==> config.mk <==
export PLATFORM = sky130hd
export DESIGN_NAME = tbus_arbiter
export DESIGN_NICKNAME = d
export VERILOG_FILES = /design/src/rtl/tbus_arbiter_pkg.sv /design/src/rtl/tbus_arb_sel.sv /design/src/rtl/tbus_arbiter.sv
export SDC_FILE = /design/constraint.sdc
export NUM_CORES = 1
export LEC_CHECK = 0
export BUFFER_PORTS_ARGS = -buffer_cell sky130_fd_sc_hd__buf_2
export CORE_AREA = 2 2 278 280
export DETAILED_ROUTE_END_ITERATION = 10
export DIE_AREA = 0 0 280 282
export GPL_ROUTABILITY_DRIVEN = 1
export PLACE_DENSITY_LB_ADDON = 0.3
export REMOVE_ABC_BUFFERS = 1
export SYNTH_ARGS = -nofsm -noshare
export SYNTH_HDL_FRONTEND = slang
export SYNTH_HIERARCHICAL = 1
export SYNTH_SLANG_ARGS = --single-unit
==> constraint.sdc <==
create_clock -name clock -period 4.85 [get_ports clock]
set_clock_uncertainty 0.05 [all_clocks]
set_input_delay 0.2425 -clock clock [delete_from_list [all_inputs] [get_ports clock]]
set_output_delay 0.2425 -clock clock [all_outputs]
set_load 0.02 [all_outputs]
==> src/rtl/tbus_arbiter_pkg.sv <==
// Shared definitions for the tbus arbiter: operation encodings, FSM states and
// a helper for index widths.
package tbus_arbiter_pkg;

  localparam int unsigned TBUS_OP_W = 2;

  localparam logic [TBUS_OP_W-1:0] TBUS_READ  = 2'b00;
  localparam logic [TBUS_OP_W-1:0] TBUS_WRITE = 2'b01;

  typedef enum logic [1:0] {
    StIdle  = 2'd0,
    StReq   = 2'd1,
    StWait  = 2'd2,
    StDrain = 2'd3
  } arb_state_e;

  function automatic int unsigned idx_width(int unsigned n);
    return (n > 1) ? $clog2(n) : 1;
  endfunction

endpackage

==> src/rtl/tbus_arb_sel.sv <==
// Winner selection: first requester found searching upward (with wrap) from ptr.
// A pointer tied to zero gives plain lowest-index-wins priority.
module tbus_arb_sel
  import tbus_arbiter_pkg::*;
#(
  parameter int unsigned NUM_REQ = 2,
  localparam int unsigned PtrW = idx_width(NUM_REQ)
) (
  input  logic [NUM_REQ-1:0] req,
  input  logic [PtrW-1:0]    ptr,
  output logic [NUM_REQ-1:0] gnt
);

  logic found;

  always_comb begin
    gnt   = '0;
    found = 1'b0;
    for (int i = 0; i < int'(NUM_REQ); i++) begin
      for (int j = 0; j < int'(NUM_REQ); j++) begin
        if (!found && req[j] && (j == (int'(ptr) + i) % int'(NUM_REQ))) begin
          gnt[j] = 1'b1;
          found  = 1'b1;
        end
      end
    end
  end

endmodule

==> src/rtl/tbus_arbiter.sv <==
// Arbitrates NUM_REQ requesters onto a single tbus. Defining TBUS_ARB_RR_EN
// selects round-robin arbitration; otherwise fixed priority (index 0 highest).
module tbus_arbiter
  import tbus_arbiter_pkg::*;
#(
  parameter int unsigned NUM_REQ = 2,
  parameter int unsigned XLEN    = 64
) (
  input  logic                           clock,
  input  logic                           reset,
  input  logic [NUM_REQ-1:0]             req_valid,
  output logic [NUM_REQ-1:0]             req_ready,
  input  logic [NUM_REQ*XLEN-1:0]        req_index,
  input  logic [NUM_REQ*XLEN-1:0]        req_write_data,
  input  logic [NUM_REQ*XLEN-1:0]        req_write_mask,
  input  logic [NUM_REQ*TBUS_OP_W-1:0]   req_optype,
  input  logic [NUM_REQ-1:0]             req_flush,
  output logic [NUM_REQ-1:0]             resp_done,
  output logic [XLEN-1:0]                resp_read_data,
  output logic                           tbus_index_valid,
  input  logic                           tbus_index_ready,
  output logic [XLEN-1:0]                tbus_index,
  output logic [XLEN-1:0]                tbus_write_data,
  output logic [XLEN-1:0]                tbus_write_mask,
  output logic [TBUS_OP_W-1:0]           tbus_operation_type,
  input  logic [XLEN-1:0]                tbus_read_data,
  input  logic                           tbus_operation_done,
  output logic                           arb_busy
);

  localparam int unsigned IdxW = idx_width(NUM_REQ);

  arb_state_e          state_q, state_d;
  logic [IdxW-1:0]     grant_q, grant_d;
  logic [IdxW-1:0]     win_idx, sel_idx, ptr;
  logic [NUM_REQ-1:0]  eligible, win_oh;
  logic                accept;

  // A flushing requester never competes in the cycle it flushes.
  assign eligible = req_valid & ~req_flush;

  tbus_arb_sel #(
    .NUM_REQ (NUM_REQ)
  ) u_sel (
    .req (eligible),
    .ptr (ptr),
    .gnt (win_oh)
  );

  always_comb begin
    win_idx = '0;
    for (int i = 0; i < int'(NUM_REQ); i++) begin
      if (win_oh[i]) win_idx = IdxW'(i);
    end
  end

`ifdef TBUS_ARB_RR_EN
  logic [IdxW-1:0] ptr_q, ptr_d;

  always_comb begin
    ptr_d = ptr_q;
    if (accept) ptr_d = (sel_idx == IdxW'(NUM_REQ - 1)) ? '0 : sel_idx + 1'b1;
  end

  always_ff @(posedge clock) begin
    if (reset) ptr_q <= '0;
    else       ptr_q <= ptr_d;
  end

  assign ptr = ptr_q;
`else
  assign ptr = '0;
`endif

  always_comb begin
    state_d             = state_q;
    grant_d             = grant_q;
    sel_idx             = grant_q;
    accept              = 1'b0;
    req_ready           = '0;
    resp_done           = '0;
    resp_read_data      = '0;
    tbus_index_valid    = 1'b0;
    tbus_index          = '0;
    tbus_write_data     = '0;
    tbus_write_mask     = '0;
    tbus_operation_type = '0;

    case (state_q)
      StIdle: begin
        if (|eligible) begin
          sel_idx          = win_idx;
          grant_d          = win_idx;
          tbus_index_valid = 1'b1;
          state_d          = tbus_index_ready ? StWait : StReq;
        end
      end
      StReq: begin
        if (req_flush[grant_q] || !req_valid[grant_q]) begin
          state_d = StIdle;
        end else begin
          tbus_index_valid = 1'b1;
          if (tbus_index_ready) state_d = StWait;
        end
      end
      StWait: begin
        resp_read_data = tbus_read_data;
        if (req_flush[grant_q]) begin
          state_d = tbus_operation_done ? StIdle : StDrain;
        end else if (tbus_operation_done) begin
          resp_done[grant_q] = 1'b1;
          state_d            = StIdle;
        end
      end
      StDrain: begin
        if (tbus_operation_done) state_d = StIdle;
      end
      default: state_d = StIdle;
    endcase

    if (tbus_index_valid) begin
      tbus_index          = req_index[sel_idx*XLEN +: XLEN];
      tbus_write_data     = req_write_data[sel_idx*XLEN +: XLEN];
      tbus_write_mask     = req_write_mask[sel_idx*XLEN +: XLEN];
      tbus_operation_type = req_optype[sel_idx*TBUS_OP_W +: TBUS_OP_W];
      accept              = tbus_index_ready;
      req_ready[sel_idx]  = tbus_index_ready;
    end

    // Reset is synchronous, so outputs are masked explicitly while it is held.
    if (reset) begin
      accept              = 1'b0;
      req_ready           = '0;
      resp_done           = '0;
      resp_read_data      = '0;
      tbus_index_valid    = 1'b0;
      tbus_index          = '0;
      tbus_write_data     = '0;
      tbus_write_mask     = '0;
      tbus_operation_type = '0;
    end
  end

  assign arb_busy = (state_q != StIdle) && !reset;

  always_ff @(posedge clock) begin
    if (reset) begin
      state_q <= StIdle;
      grant_q <= '0;
    end else begin
      state_q <= state_d;
      grant_q <= grant_d;
    end
  end

endmodule

==> results of run 1 <==
[routing by layer]
| layer | up-vias | GRT usage, % |
|---|---|---|
| met1 | 5849 | 14.9 |
| met4 | 10 | 1.44 |
| met3 | 50 | 3.91 |
| met5 | - | 0 |
| li1 | 6469 | - |
| met2 | 456 | 18.9 |
[power groups by stage]
stage	clock network [mW]	logic [mW]	registers, mW
2_1_floorplan	0	1.02	0.0496
3_3_place_gp	0	1.32	0.0345
3_5_place_dp	0	1.32	0.0343
4_1_cts	0.135	1.33	0.0339
5_1_grt	0.138	1.46	0.0349
6_report	0.132	1.33	0.0338
[worst reg2reg max path, delay by kind of cell, from the launching register on]
| kind | cells | cell delay [ns] |
|---|---|---|
| compound gates | 1 | 0.13 |
| simple gates | 2 | 0.21 |
| flops | 1 | 0.40 |
| buf+inv | 1 | 0.64 |
| mux | 1 | 0.39 |
[cells in the final DEF, fill, tap and decap left out, drive strengths merged]
cell	count
nor2b	198
a211oi	1
nand2b	194
or4	1
dfxtp	3
a21oi	195
conb	1
diode	5
clkbuf	4
and3	3
inv	3
and2	258
mux2i	1
nor2	6
nor3b	4
o21a	1
o21ai	196
a21boi	2
buf	742
or3	1
a21o	194
nand2	194
[worst max path at each step]
stage / endpoint / slack [ns] / cells after the start
after CTS: req_ready[0] / 1.64 / 7
after detailed placement: req_ready[0] / 1.90 / 7
after global placement: req_ready[0] / 1.94 / 7
final: req_ready[0] / 1.71 / 7
after floorplan: tbus_index[0] / -8.76 / 4
after global routing: req_ready[0] / 1.45 / 7
[final cells by class]
cell class / instances / area share [%]
Multi-Input combinational cell: 1450 / 62.6
Clock buffer: 4 / 0.559
Sequential cell: 3 / 0.453
Timing Repair Buffer: 742 / 27.5
Tap cell: 978 / 8.68
Antenna cell: 5 / 0.0888
Inverter: 3 / 0.0799
[flip-flops by register name (all words and copies together), names as in the netlist]
signal / flops
state_q: 2
grant_q: 1
[through the flow]
step | cells | TNS [ns] | worst slack, ns | cell area, um2
floorplan | 1456 | -1711.62 | -8.76 | 8870
global placement | 3176 | 0 | 1.94 | 14000
detailed placement | 3176 | 0 | 1.90 | 14000
CTS | 3180 | 0 | 1.64 | 14100
global route | 3183 | 0 | 1.45 | 14100
finish | 3185 | 0 | 1.71 | 14100
==> results.cfg, run 1 <==
[critical_path]
path_class = reg -> out
cp_max_fo = 61
reg2reg_from = state_q[1]
cp-end-kind = output port
path_buf_inv = 3
required_ns = 4.56
start_kind = flop
r2r-end = grant_q
ff2ff_setup_slack_ns = 2.91
arrival_ns = 2.84
critPathSlowestCell = dfxtp_4
crit_start = grant_q
crit_path_cell_trace = nor3b_2 -> a211oi_1 -> or4_4 -> buf_12 -> inv_1 -> and3_1 -> buf_2
cp_top_family = simple AND/OR/NAND/NOR gates
max_stage_delay_ns = 0.71
r2r_cells = 5

[clock_tree]
clkSinkCount = 3
clk_latency_ns = 0.23
post-cts-setup-buffers = 0
cts_resized = 0
numCtsBuffers = 3
hold_buffers = 0
clkTransAtPathRegs_ns = 0.03
cts_root_buf = clkbuf_16
htreeDepth = 1
clockBufferDepth = 2
cts_tree = yes

[timing]
fmax_mhz = 319
worst_slew_pin_slew_ns = 1.08
relSlewSlack_pct = 28.2
min_period_over_period_pct = 64.7
rsz0062_at_grt = no
drv_slew = 0
final-setup-viol-count = 0
min_period_ns = 3.14
hold_ws_ns = 0.223
finalHoldViolations = 0

[grt]
grt_max_degree = 209
antenna_found_initial = 14
grt_pass1_wl_mm = 71.4
grt_pass1_vias = 11603
gr-total-overflow = 0
gr-usage-all-layers_pct = 11.5

[floorplanning]
start_util_pct = 12.7
core_area_um2 = 75700
die_w_um = 280
die-area_um2 = 79000
rows = 101
pin_count = 724
die_height_um = 282

[route]
route.detailed.drc = 0
wl_met2_mm = 23.7
num_vias = 12834
top_layer_used = met5
ant_nets = 0
wirelength_mm = 51.1
wl_per_cell_um = 16.1
drtPass1Iterations = 4
wl_met1_mm = 21.8
vias_per_cell = 4.03
drtIter0Drc = 649
route.met3.wl_mm = 4.96

[power_and_ir_drop]
power.total_mw = 1.49
switchingPower_mw = 0.825
sw_frac_of_total_pct = 55.3
pwr_density_cell_nw_per_um2 = 106
seq_power_share_pct = 2.3
p_comb_share_pct = 88.9
internal_power_mw = 0.667
leakagePower_nw = 6.74
clkPwrFrac_pct = 8.8
ir_drop_uv = 82.8

[hold_path]
hold_class = in -> reg
min_to = grant_q
hold_depth = 2
holdCritStartpoint = reset

[flow_run]
drv_cap = 0

[layout]
fill_cells = 8880
drive_above_1_share_pct = 39.6
regArea_um2 = 63.8
fin_util_pct = 18.6
layout-area-overhead-vs-synth_pct = 46.6
multi_input_area_um2 = 8830
nets = 2663

[synth]
avgSynthCellArea_um2 = 5.95
synthCells = 1615
ys.warnings.count = 6
syn_area_um2 = 9610

[place]
dpl.hpwl_mm = 40.6
gp_congestion = 0.873
io_buffers = 723

[status]
status = finished, final reports clean
No activity file was read; power rests on OpenSTA's default activity.
==> inputs of run 2 (changes only) <==
--- a/config.mk
+++ b/config.mk
@@ -5,10 +5,11 @@
 export SDC_FILE = /design/constraint.sdc
 export NUM_CORES = 1
 export LEC_CHECK = 0
+export ABC_AREA = 1
 export BUFFER_PORTS_ARGS = -buffer_cell sky130_fd_sc_hd__buf_2
-export CORE_AREA = 2 2 278 280
+export CORE_AREA = 2 2 283 285
 export DETAILED_ROUTE_END_ITERATION = 10
-export DIE_AREA = 0 0 280 282
+export DIE_AREA = 0 0 285 287
 export GPL_ROUTABILITY_DRIVEN = 1
 export PLACE_DENSITY_LB_ADDON = 0.3
 export REMOVE_ABC_BUFFERS = 1
==> constraint.sdc (replaced) <==
create_clock -name clock -period 3 [get_ports clock]
set_clock_uncertainty 0.05 [all_clocks]
set_input_delay 0.15 -clock clock [delete_from_list [all_inputs] [get_ports clock]]
set_output_delay 0.15 -clock clock [all_outputs]
set_load 0.02 [all_outputs]
==> run 2 against run 1 <==
Effect of this change:
- synthesized area down 49%
- worst hold slack worse by 0.076 ns
- register-to-register slack got worse by 1.2 ns
- global-route usage decreased by 0.37 points
- first-iteration DRC count is 57% lower
- critical path depth is 3 higher
- utilization is 6.1 points lower
- largest cell class unchanged
- highest routed layer unchanged
==> results.cfg, run 2 <==
[timing]
min_period_ns = 2.55
min_period_over_period_pct = 85.1
rsz0062_at_grt = no
hold_ws_ns = 0.146
finalWorstSetupSlack_ns = 0.448
drv_slew = 0
relSlewSlack_pct = 65.4
fmax_mhz = 392
worst_slew_pin_slew_ns = 0.519
finalHoldViolations = 0
final-setup-viol-count = 0

[layout]
fill_cells = 9491
nets = 2176
drive_above_1_share_pct = 44.3
layout-area-overhead-vs-synth_pct = 101
regMostFlops = state_q
layout_commonest_cell = buf_2
reg_top3 = state_q x2, grant_q x1
final_cell_mix = buf_2, nor2_1, nand2_1
fin_area_um2 = 9820
fin_cells = 2777
largest_register_ffs = 2

[place]
post-place-ws_ns = 0.642
dpl.hpwl_mm = 43.2
gp_congestion = 0.821
dpl-instance-area_um2 = 9710
dp.cells = 2761
io_buffers = 723

[clock_tree]
htreeDepth = 1
clkSinkCount = 3
clk_latency_ns = 0.22
clockBufferDepth = 2
clkTransAtPathRegs_ns = 0.03
cts_tree = yes
cts_resized = 0
hold_buffers = 0
numCtsBuffers = 3
post-cts-setup-buffers = 0
cts_root_buf = clkbuf_16

[critical_path]
ff2ff_setup_slack_ns = 1.74
critPathSlowestCell = dfxtp_1
arrival_ns = 2.35
required_ns = 2.80
cp-end-kind = output port
crit_path_frequent_cell = nor2_1
start_kind = flop
path_class = reg -> out
max_stage_delay_ns = 0.37
cp_max_fo = 56
crit_path_cell_trace = nor2_4 -> nand2_1 -> nand2_4 -> nand2_2 -> clkinv_4 -> buf_12 -> buf_4 -> nor2_1 -> nor2_1 -> buf_2

[power_and_ir_drop]
p_comb_share_pct = 90.8
sw_frac_of_total_pct = 62.0
internal_power_mw = 1.10
leakagePower_nw = 5.55
seq_power_share_pct = 1.9
pwr_density_cell_nw_per_um2 = 294
switchingPower_mw = 1.79
ir_drop_uv = 181
clkPwrFrac_pct = 7.3

[floorplanning]
die-area_um2 = 81800
die_w_um = 285
die_height_um = 287
start_util_pct = 6.22
rows = 103
core_area_um2 = 78600
pin_count = 724

[route]
drtPass1Iterations = 5
wl_per_cell_um = 17.7
drtIter0Drc = 277
num_vias = 9140
vias_per_cell = 3.29
ant_nets = 0
route.detailed.drc = 0
wirelength_mm = 49.0

[synth]
avgSynthCellArea_um2 = 4.64
ys.warnings.count = 6
synthCells = 1054
syn_area_um2 = 4890

[grt]
antenna_found_initial = 44
gr-usage-all-layers_pct = 11.1
grt_max_degree = 90
gr-total-overflow = 0
grt_pass1_vias = 8821
grt_pass1_wl_mm = 65.9

[status]
status = finished, final reports clean

[hold_path]
hold_class = in -> reg

[flow_run]
drv_cap = 0
-- run 2: cell types whose count changed in the layout (fill, tap and decap cells not counted), moves of 7 or more --
| cell | delta |
|---|---|
| nand2b_1 | -194 |
| a21o_1 | -194 |
| and2_1 | -258 |
| nand3b_1 | +194 |
| a21oi_2 | -120 |
| a21oi_1 | -72 |
| nor2_1 | +453 |
| o21ai_0 | -195 |
| diode_2 | +7 |
| inv_1 | +70 |
| nand2_1 | +23 |
| nor2b_1 | -196 |
-- run 2: layout make-up --
type,instances,area [um2],area share (%)
clock buffer,4,78.8,0.803
antenna,12,30.0,0.306
inverter,76,290,2.96
multi-input combinational,885,4110,41.9
tap,1050,1310,13.4
sequential,3,60.1,0.611
timing repair buffer,747,3940,40.1
-- run 2: routing by layer --
layer	GRT usage (%)	wire length (um)	part of all wire (%)
met5	0	159	0.32
met4	1.54	840	1.7
met3	3.38	4180	8.5
met2	20.5	24300	50
met1	12.8	19600	40
-- run 2: power by group through the flow --
stage	clock (mW)	combinational (mW)	sequential, mW
2_1_floorplan	0	1.53	0.0536
3_3_place_gp	0	2.69	0.0553
3_5_place_dp	0	2.68	0.0552
4_1_cts	0.215	2.69	0.0546
5_1_grt	0.221	2.91	0.0552
6_report	0.211	2.62	0.0547
-- run 2: worst paths after layout --
check                              to  startpoint  cells past startpoint
setup / recovery  tbus_write_mask[54]  state_q[1]                     10
hold / removal                grant_q       reset                      2
setup reg to reg              grant_q  state_q[1]                      4
hold reg to reg            state_q[0]  state_q[0]                      3
-- run 2: critical path, delay by kind of cell, from the launching register on --
kind / cells / cell delay [ns]
AND/OR/NAND/NOR: 6 / 0.85
flip-flops: 1 / 0.37
buffers and inverters: 4 / 0.83
-- run 2: stage by stage --
stage	total power [mW]	TNS [ns]	util (%)
finish	2.88	0	12.5
global route	3.18	0	12.5
CTS	2.96	0	12.5
detailed placement	2.74	0	12.4
global placement	2.74	0	12.4
floorplan	1.58	-663.15	-
